==> src/rtl/mem_port_arbiter.sv <==
// mem_port_arbiter
// Round-robin arbiter between the instruction-fetch port (IF) and the data
// port (DM) in front of a single-port word memory. Each granted request is
// sequenced as IDLE -> ACCESS -> RESP (or IDLE -> RESP for an out-of-range
// address) and answered with a one-cycle ACK to the served port.
//
// Ports
//   CLK, RST                  clock, synchronous active-high reset
//   IF_REQ/IF_ADDR            fetch request (read only), held until IF_ACK
//   IF_ACK/IF_DATA/IF_ERR     fetch response; IF_DATA held until next IF_ACK
//   DM_REQ/DM_WE/DM_ADDR/
//   DM_WDATA                  data request (load/store), held until DM_ACK
//   DM_ACK/DM_RDATA/DM_ERR    data response; DM_RDATA held until next DM_ACK
//   MEM_ON/MEM_W/MEM_ADDR/
//   MEM_DIN                   memory controls, active only during ACCESS
//   MEM_DOUT                  memory read data, sampled at the end of ACCESS
module mem_port_arbiter #(
    parameter int unsigned WORD_SIZE = 16,
    parameter int unsigned DEPTH     = 16
) (
    input  logic                 CLK,
    input  logic                 RST,

    input  logic                 IF_REQ,
    input  logic [WORD_SIZE-1:0] IF_ADDR,
    output logic                 IF_ACK,
    output logic [WORD_SIZE-1:0] IF_DATA,
    output logic                 IF_ERR,

    input  logic                 DM_REQ,
    input  logic                 DM_WE,
    input  logic [WORD_SIZE-1:0] DM_ADDR,
    input  logic [WORD_SIZE-1:0] DM_WDATA,
    output logic                 DM_ACK,
    output logic [WORD_SIZE-1:0] DM_RDATA,
    output logic                 DM_ERR,

    output logic                 MEM_ON,
    output logic                 MEM_W,
    output logic [WORD_SIZE-1:0] MEM_ADDR,
    output logic [WORD_SIZE-1:0] MEM_DIN,
    input  logic [WORD_SIZE-1:0] MEM_DOUT
);

    localparam logic [WORD_SIZE-1:0] DEPTH_W = WORD_SIZE'(DEPTH);

    typedef enum logic [1:0] {
        ST_IDLE   = 2'd0,
        ST_ACCESS = 2'd1,
        ST_RESP   = 2'd2
    } state_e;

    state_e                state_q, state_d;
    logic                  last_dm_q, last_dm_d;
    logic                  gnt_dm_q, gnt_dm_d;
    logic                  we_q, we_d;

    logic                  mem_on_q, mem_on_d;
    logic                  mem_w_q, mem_w_d;
    logic [WORD_SIZE-1:0]  mem_addr_q, mem_addr_d;
    logic [WORD_SIZE-1:0]  mem_din_q, mem_din_d;

    logic                  if_ack_q, if_ack_d;
    logic                  if_err_q, if_err_d;
    logic [WORD_SIZE-1:0]  if_data_q, if_data_d;
    logic                  dm_ack_q, dm_ack_d;
    logic                  dm_err_q, dm_err_d;
    logic [WORD_SIZE-1:0]  dm_rdata_q, dm_rdata_d;

    // Arbitration view of the request inputs, only consumed in IDLE
    logic                  pick_dm_c;
    logic [WORD_SIZE-1:0]  sel_addr_c;
    logic                  sel_we_c;
    logic                  sel_oor_c;

    // DM wins unless IF is also requesting and DM was served last
    always_comb begin
        pick_dm_c  = DM_REQ && (!IF_REQ || !last_dm_q);
        sel_addr_c = pick_dm_c ? DM_ADDR : IF_ADDR;
        sel_we_c   = pick_dm_c && DM_WE;
        sel_oor_c  = (sel_addr_c >= DEPTH_W);
    end

    // Next-state and registered-output logic
    always_comb begin
        state_d    = state_q;
        last_dm_d  = last_dm_q;
        gnt_dm_d   = gnt_dm_q;
        we_d       = we_q;
        mem_on_d   = 1'b0;
        mem_w_d    = 1'b0;
        mem_addr_d = '0;
        mem_din_d  = '0;
        if_ack_d   = 1'b0;
        if_err_d   = 1'b0;
        if_data_d  = if_data_q;
        dm_ack_d   = 1'b0;
        dm_err_d   = 1'b0;
        dm_rdata_d = dm_rdata_q;

        unique case (state_q)
            ST_IDLE: begin
                if (IF_REQ || DM_REQ) begin
                    gnt_dm_d  = pick_dm_c;
                    last_dm_d = pick_dm_c;
                    we_d      = sel_we_c;
                    if (sel_oor_c) begin
                        // Out-of-range: answer straight away, memory untouched
                        state_d = ST_RESP;
                        if (pick_dm_c) begin
                            dm_ack_d   = 1'b1;
                            dm_err_d   = 1'b1;
                            dm_rdata_d = '0;
                        end else begin
                            if_ack_d  = 1'b1;
                            if_err_d  = 1'b1;
                            if_data_d = '0;
                        end
                    end else begin
                        state_d    = ST_ACCESS;
                        mem_on_d   = 1'b1;
                        mem_w_d    = sel_we_c;
                        mem_addr_d = sel_addr_c;
                        mem_din_d  = sel_we_c ? DM_WDATA : '0;
                    end
                end
            end

            ST_ACCESS: begin
                // Memory read data is valid on the edge that ends ACCESS
                state_d = ST_RESP;
                if (gnt_dm_q) begin
                    dm_ack_d   = 1'b1;
                    dm_rdata_d = we_q ? '0 : MEM_DOUT;
                end else begin
                    if_ack_d  = 1'b1;
                    if_data_d = MEM_DOUT;
                end
            end

            ST_RESP: begin
                // Turnaround cycle: memory disabled while MEM_DOUT settles
                state_d = ST_IDLE;
            end

            default: begin
                state_d = ST_IDLE;
            end
        endcase
    end

    // State and output registers
    always_ff @(posedge CLK) begin
        if (RST) begin
            state_q    <= ST_IDLE;
            last_dm_q  <= 1'b0;
            gnt_dm_q   <= 1'b0;
            we_q       <= 1'b0;
            mem_on_q   <= 1'b0;
            mem_w_q    <= 1'b0;
            mem_addr_q <= '0;
            mem_din_q  <= '0;
            if_ack_q   <= 1'b0;
            if_err_q   <= 1'b0;
            if_data_q  <= '0;
            dm_ack_q   <= 1'b0;
            dm_err_q   <= 1'b0;
            dm_rdata_q <= '0;
        end else begin
            state_q    <= state_d;
            last_dm_q  <= last_dm_d;
            gnt_dm_q   <= gnt_dm_d;
            we_q       <= we_d;
            mem_on_q   <= mem_on_d;
            mem_w_q    <= mem_w_d;
            mem_addr_q <= mem_addr_d;
            mem_din_q  <= mem_din_d;
            if_ack_q   <= if_ack_d;
            if_err_q   <= if_err_d;
            if_data_q  <= if_data_d;
            dm_ack_q   <= dm_ack_d;
            dm_err_q   <= dm_err_d;
            dm_rdata_q <= dm_rdata_d;
        end
    end

    assign MEM_ON   = mem_on_q;
    assign MEM_W    = mem_w_q;
    assign MEM_ADDR = mem_addr_q;
    assign MEM_DIN  = mem_din_q;
    assign IF_ACK   = if_ack_q;
    assign IF_ERR   = if_err_q;
    assign IF_DATA  = if_data_q;
    assign DM_ACK   = dm_ack_q;
    assign DM_ERR   = dm_err_q;
    assign DM_RDATA = dm_rdata_q;

endmodule

==> config.mk <==
export PLATFORM = sky130hd
export DESIGN_NAME = mem_port_arbiter
export DESIGN_NICKNAME = d
export VERILOG_FILES = /design/src/rtl/mem_port_arbiter.sv
export SDC_FILE = /design/constraint.sdc
export NUM_CORES = 1
export LEC_CHECK = 0
export ABC_AREA = 0
export BUFFER_PORTS_ARGS = -buffer_cell sky130_fd_sc_hd__buf_4
export CELL_PAD_IN_SITES_DETAIL_PLACEMENT = 0
export CELL_PAD_IN_SITES_GLOBAL_PLACEMENT = 1
export CORE_ASPECT_RATIO = 0.75
export CORE_MARGIN = 2
export CORE_UTILIZATION = 34
export CTS_BUF_LIST = sky130_fd_sc_hd__clkbuf_4
export CTS_CLUSTER_DIAMETER = 30
export DETAILED_ROUTE_END_ITERATION = 12
export PLACE_DENSITY_LB_ADDON = 0.1
export RECOVER_POWER = 25
export SYNTH_ARGS = -nofsm -noshare
export SYNTH_HDL_FRONTEND = slang
export SYNTH_SLANG_ARGS = --single-unit
export TNS_END_PERCENT = 10
==> constraint.sdc <==
create_clock -name CLK -period 1.8 [get_ports CLK]
set_input_delay 0.09 -clock CLK [delete_from_list [all_inputs] [get_ports CLK]]
set_output_delay 0.09 -clock CLK [all_outputs]
set_load 0.02 [all_outputs]
Word-level counts from Yosys, hierarchy flattened
Index checks and enable logic that the tools add are counted.
W data, S select, Z words.
{"block": "op_classes", "order_cmp": 1, "n_eq_ne": 7, "n_mux": 26, "bitwise_logic": 3, "reduce_logical": 15}
{"cell": "$mux W16", "n": 10}
{"cell": "$pmux W16 S2", "n": 2}
{"cell": "$ge A16 B5 Y1 const B", "n": 1}
{"cell": "$ne A2 B2 Y1 const B", "n": 6}
{"cell": "$reduce_and A5 Y1", "n": 2}
{"cell": "$mux W1", "n": 9}
{"cell": "$reduce_or A5 Y1", "n": 1}
{"cell": "$mux W2", "n": 2}
{"cell": "$pmux W1 S2", "n": 2}
{"cell": "$pmux W2 S2", "n": 1}
{"cell": "$reduce_or A4 Y1", "n": 1}
{"cell": "$not A1 Y1", "n": 3}
{"cell": "$reduce_or A3 Y1", "n": 1}
{"cell": "$eq A2 B1 Y1 const B", "n": 1}
{"cell": "$logic_and A1 B1 Y1", "n": 2}
{"cell": "$logic_not A1 Y1", "n": 2}
{"cell": "$logic_not A2 Y1", "n": 1}
{"cell": "$logic_or A1 B1 Y1", "n": 2}
{"cell": "$reduce_and A2 Y1", "n": 1}
{"cell": "$reduce_bool A2 Y1", "n": 1}
{"cell": "$reduce_or A2 Y1", "n": 1}
{"block": "totals", "reg_bits": 74, "input_bits": 69, "out_inout_bits": 70, "elab_cells": 65}

Longest topological paths before layout
{"block": "depth", "ltp_word": 8, "mapped_depth": 8, "depth_no_buf": 4}

Worst setup path before layout
OpenSTA, ideal clock, no wires.
{"block": "synth_timing", "path_kind": "flip-flop to flip-flop", "from": "register gnt_dm_q", "to": "register dm_rdata_q[10], in the netlist DM_RDATA[10]", "setup_time_ns": 0.129, "arrival_ns": 1.467, "t_required_ns": 1.671, "path_slack_ns": 0.204, "path_stages_with_launch": 8, "n_path_buf": 3, "period_less_slack_ns": 1.596, "path_cell_list": "dfxtp_1 > buf_2 > a21bo_2 > buf_6 > o22ai_2 > buf_4 > a2bb2oi_1 > o31ai_1"}
{"block": "synth_between", "elab_chain_cells": 7, "elab_cells_between_ends": 9, "classes_between": "1 x order compare; 3 x eq/ne; 1 x mux; 4 x reduce/logical"}
{"item": "from (decl)", "line_no": "55", "text": "logic gnt_dm_q, gnt_dm_d;"}
{"item": "from (signal assigned)", "line_no": "172", "text": "gnt_dm_q <= gnt_dm_d;"}
{"item": "$logic_not A1 Y1"}
{"item": "$logic_or A1 B1 Y1"}
{"item": "$logic_and A1 B1 Y1"}
{"item": "$mux W16"}
{"item": "$ge A16 B5 Y1"}
{"item": "$ne A2 B2 Y1 (no line)"}
{"item": "$reduce_and A5 Y1 (no line) *"}
{"item": "to (signal assigned)", "line_no": "183", "text": "dm_rdata_q <= dm_rdata_d;"}
{"item": "to (decl)", "line_no": "68", "text": "logic [WORD_SIZE-1:0] dm_rdata_q, dm_rdata_d;"}
Every way passes the cells marked *; elsewhere a longest branch is shown, timed or not.
A chain may end at the register's enable or synchronous reset.

Worst setup path in the final report
{"block": "layout_timing", "from": "register gnt_dm_q", "to": "register if_data_q[12], in the netlist IF_DATA[12]"}
{"block": "layout_between", "elab_chain_cells": 7, "elab_cells_between_ends": 9, "classes_between": "1 x order compare; 3 x eq/ne; 1 x mux; 4 x reduce/logical"}
{"item": "$logic_not A1 Y1"}
{"item": "$logic_or A1 B1 Y1"}
{"item": "$logic_and A1 B1 Y1"}
{"item": "$mux W16"}
{"item": "$ge A16 B5 Y1"}
{"item": "$ne A2 B2 Y1 (no line)"}
{"item": "$reduce_and A5 Y1 (no line) *"}
{"item": "to (signal assigned)", "line_no": "180", "text": "if_data_q <= if_data_d;"}
{"item": "to (decl)", "line_no": "65", "text": "logic [WORD_SIZE-1:0] if_data_q, if_data_d;"}
Marked as above.

==> results.sh <==
export IMPL_outcome="finished, final reports clean"
export IMPL_yosys_warnings=0
export IMPL_track_usage_pct=18.21
export IMPL_cts_tree="done"
export IMPL_rr_endpoint="IF_DATA[12]"
export IMPL_drtIter0Drc=138
export IMPL_p_comb_share_pct=12.3
export IMPL_rsz0062_at_grt="false"
export IMPL_dr_total_vias=2752
export IMPL_postCtsSetupBuffers=0
export IMPL_period_needed_ns=1.639
export IMPL_crit_slowest_cell="dfxtp_1"
export IMPL_hpwl_um=5578
export IMPL_cpPeakStageDelay_ns=0.47
export IMPL_io_buffers=138
export IMPL_cap_violations=0
export IMPL_syn_mean_instance_area_um2=9.947
export IMPL_detail_route_vias_per_cell=4.745
export IMPL_die_y_um=82.10
export IMPL_r2r_start="gnt_dm_q"
export IMPL_drtAntennaViolNets=0
export IMPL_overflow=0
export IMPL_fmax_mhz=610.1
export IMPL_p_clk_share_pct=34.2
export IMPL_routed_wl_um=8233
export IMPL_multi_input_area_um2=1176
export IMPL_synthArstFlopShare_pct=0
export IMPL_ys_types=35
export IMPL_synthCells=278
export IMPL_cts_made_buffers=9
export IMPL_holdPathStages=2
export IMPL_post_route_drc_count=0
export IMPL_powerDensity_nw_per_um2=711.1
export IMPL_grt_max_degree=26
export IMPL_cp_num_buf_inv=1
export IMPL_worstHoldPathType="input port to flop"
export IMPL_fillers=740
export IMPL_first_pass_iters=4
export IMPL_drv_slew=0
export IMPL_switching_share_pct=24.80
export IMPL_worst_path_max_fanout=17
export IMPL_fin_tns_setup_ns=0
export IMPL_power_total_uw=3125
export IMPL_seq_power_share_pct=53.5
export IMPL_htree_num_levels=3
export IMPL_antenna_found_initial=0
export IMPL_drive_gt1_share_pct=29.68
export IMPL_synth_edff_count=0
export IMPL_clockBufferDepth=2
export IMPL_fin_hold_ws_ns=0.02563
export IMPL_first_global_vias=2492
export IMPL_critPathArrivalTime_ns=2.00
export IMPL_grt_pass1_wl_um=12360
export IMPL_crit_family="compound AO/OA/AOI/OAI gates"
export IMPL_ff2ff_path_depth=5
export IMPL_area_growth_pct=58.91
export IMPL_insertion_delay_ns=0.43
export IMPL_synth_ff_type="dfxtp_1"
export IMPL_p_leak_uw=0.001834
export IMPL_criticalPathCategory="flop to flop"
export IMPL_diodes=0
export IMPL_synth_seq_cells=74
export IMPL_die_width_um=108.1
export IMPL_switchingPower_uw=775.0
export IMPL_worstPathRequired_ns=2.16
export IMPL_ios=139
export IMPL_ir_drop_v=0.0002994
export IMPL_ctsRootBufferMaster="clkbuf_4"
export IMPL_clk_pin_slew_ns=0.13
export IMPL_worstHoldEndpoint="we_q"
export IMPL_rrSetupSlack_ns=0.16
export IMPL_fin_nets=539
export IMPL_routedWlPerCell_um=14.19
export IMPL_setup_violations=0
export IMPL_ys_seq_area_share_pct=53.57
export IMPL_row_count=28
export IMPL_cp_end_kind="flop"
export IMPL_regArea_um2=1481
export IMPL_path_cells="a21bo_4, and4_1, buf_4, o211ai_1, a31oi_1"
export IMPL_synth_area_um2=2765
export IMPL_finalCritPeriodShare_pct=91.06
export IMPL_gp_congestion=0.7721
export IMPL_p_int_uw=2350
export IMPL_worstHoldStart="RST"
export IMPL_core_area_um2=7883
export IMPL_initial_core_util_pct=35.08
export IMPL_clock_sinks=74
export IMPL_finalHoldViolCount=0
export IMPL_start_kind="flop"
export IMPL_clock_skew_final_ns=0.01353
export IMPL_dieArea_um2=8878
-- metal layers --
metal  track usage [%]  up-vias  share of wire [%]
met5                 0        -                  0
met4             5.385        0                1.1
met3             5.730        9                8.8
met2             27.61      120                 44
met1             25.00     1232                 46
li1                  -     1391                  -
-- kinds of logic (layout without fill, tap and decap cells) --
kind of cell / count (synthesis) / in the layout / share of synthesized area [%]
muxes: 4 / 4 / 1.448
DFF: 74 / 74 / 53.57
other: 1 / 12 / 0.1356
and+or+nand+nor: 82 / 82 / 15.48
buffers and inverters: 26 / 212 / 5.611
AOI/OAI and AO/OA: 91 / 91 / 23.76
-- placed cells by master (no fill, tap or decap), drive strengths merged --
master and instances:
buf 118, dfxtp 74, clkbuf 44, dlygate4sd3 43, nand2 34, o21ai 17
and2 16, o211ai 16, a31oi 16, a2bb2oi 16, o31ai 16, conb 12
nor4 8, nor2 8, nor3 8, mux2i 4, and4 3, a21oi 3
clkinv 3, nand2b 2, clkinvlp 2, a21boi 1, or2 1, a21bo 1
a22o 1, a311oi 1, nand3 1, or3 1, o21bai 1, o22ai 1
o211a 1, inv 1, bufinv 1
-- synth_stat cells (2+ instances only) --
| library cell | n | share of area [%] |
|---|---|---|
| buf_4 | 6 | 1.6 |
| a31oi_1 | 16 | 3.6 |
| o21ai_0 | 17 | 3.1 |
| mux2i_1 | 4 | 1.4 |
| buf_6 | 4 | 1.6 |
| a21oi_1 | 3 | 0.54 |
| o31ai_1 | 16 | 4.3 |
| buf_2 | 4 | 0.72 |
| nand2b_1 | 2 | 0.45 |
| nor3_2 | 2 | 0.72 |
| a2bb2oi_1 | 16 | 5.1 |
| clkbuf_1 | 9 | 1.2 |
| and2_1 | 16 | 3.6 |
| dfxtp_1 | 74 | 54 |
| clkinv_1 | 2 | 0.27 |
| nor2_1 | 7 | 0.95 |
| nand2_1 | 34 | 4.6 |
| and4_1 | 3 | 0.95 |
| o211ai_1 | 16 | 4.3 |
| nor4_1 | 7 | 1.6 |
| nor3_1 | 6 | 1.1 |
-- layout make-up --
type / instances / area share [%]
repair buffers: 194 / 33.06
clock inverters: 5 / 1.424
clock buffers: 11 / 1.879
inverters: 2 / 0.1708
well taps: 105 / 2.990
multi-input cells: 189 / 26.77
flip-flops and latches: 74 / 33.71
-- state kept, by name, indices dropped and copies added (netlist names) --
| register | count |
|---|---|
| IF_DATA | 16 |
| state_q | 2 |
| IF_ACK | 1 |
| we_q | 1 |
| DM_ACK | 1 |
| IF_ERR | 1 |
| MEM_W | 1 |
| DM_ERR | 1 |
| MEM_ON | 1 |
| gnt_dm_q | 1 |
| MEM_ADDR | 16 |
| DM_RDATA | 16 |
| MEM_DIN | 16 |
-- through the flow --
step / instance area, um2 / worst slack, ns / util [%] / cells
2_1_floorplan: 2806 / 0.2038 / - / 289
3_3_place_gp: 3936 / 0.1906 / 49.94 / 521
3_5_place_dp: 3936 / 0.1264 / 49.94 / 521
4_1_cts: 4512 / 0.1058 / 57.24 / 580
5_1_grt: 4394 / 0.02446 / 55.75 / 580
6_report: 4394 / 0.1609 / 55.75 / 580
-- repair_timing --
| action | CTS | global route |
|---|---|---|
| hold buffers | 43 | 0 |
| endpoints found under the setup margin | 0 | 3 |
| endpoints found under the hold margin | 54 | 0 |
| gates resized for setup | 0 | 1 |
-- power groups by stage --
stage | Combinational (uW) | Clock (uW) | Sequential [uW]
5_1_grt | 410 | 1160 | 1680
4_1_cts | 392 | 1110 | 1670
2_1_floorplan | 110 | 0 | 1730
3_5_place_dp | 310 | 0 | 1710
3_3_place_gp | 309 | 0 | 1710
6_report | 384 | 1070 | 1670
-- worst register-to-register path: cells and delay by family, from the launching register on --
kind            cells  cell delay [ns]
buf+inv             1             0.26
simple gates        1             0.29
compound gates      3             0.56
flops               1             0.47
-- worst max path at each step --
| stage | from | end | cells past startpoint |
|---|---|---|---|
| after detailed placement | gnt_dm_q | IF_DATA[12] | 5 |
| after global placement | gnt_dm_q | IF_ACK | 5 |
| after CTS | gnt_dm_q | IF_DATA[12] | 5 |
| after global routing | gnt_dm_q | MEM_DIN[2] | 4 |
| after floorplan | gnt_dm_q | DM_RDATA[10] | 7 |
| final | gnt_dm_q | IF_DATA[12] | 5 |
No activity file was read; power rests on OpenSTA's default activity.
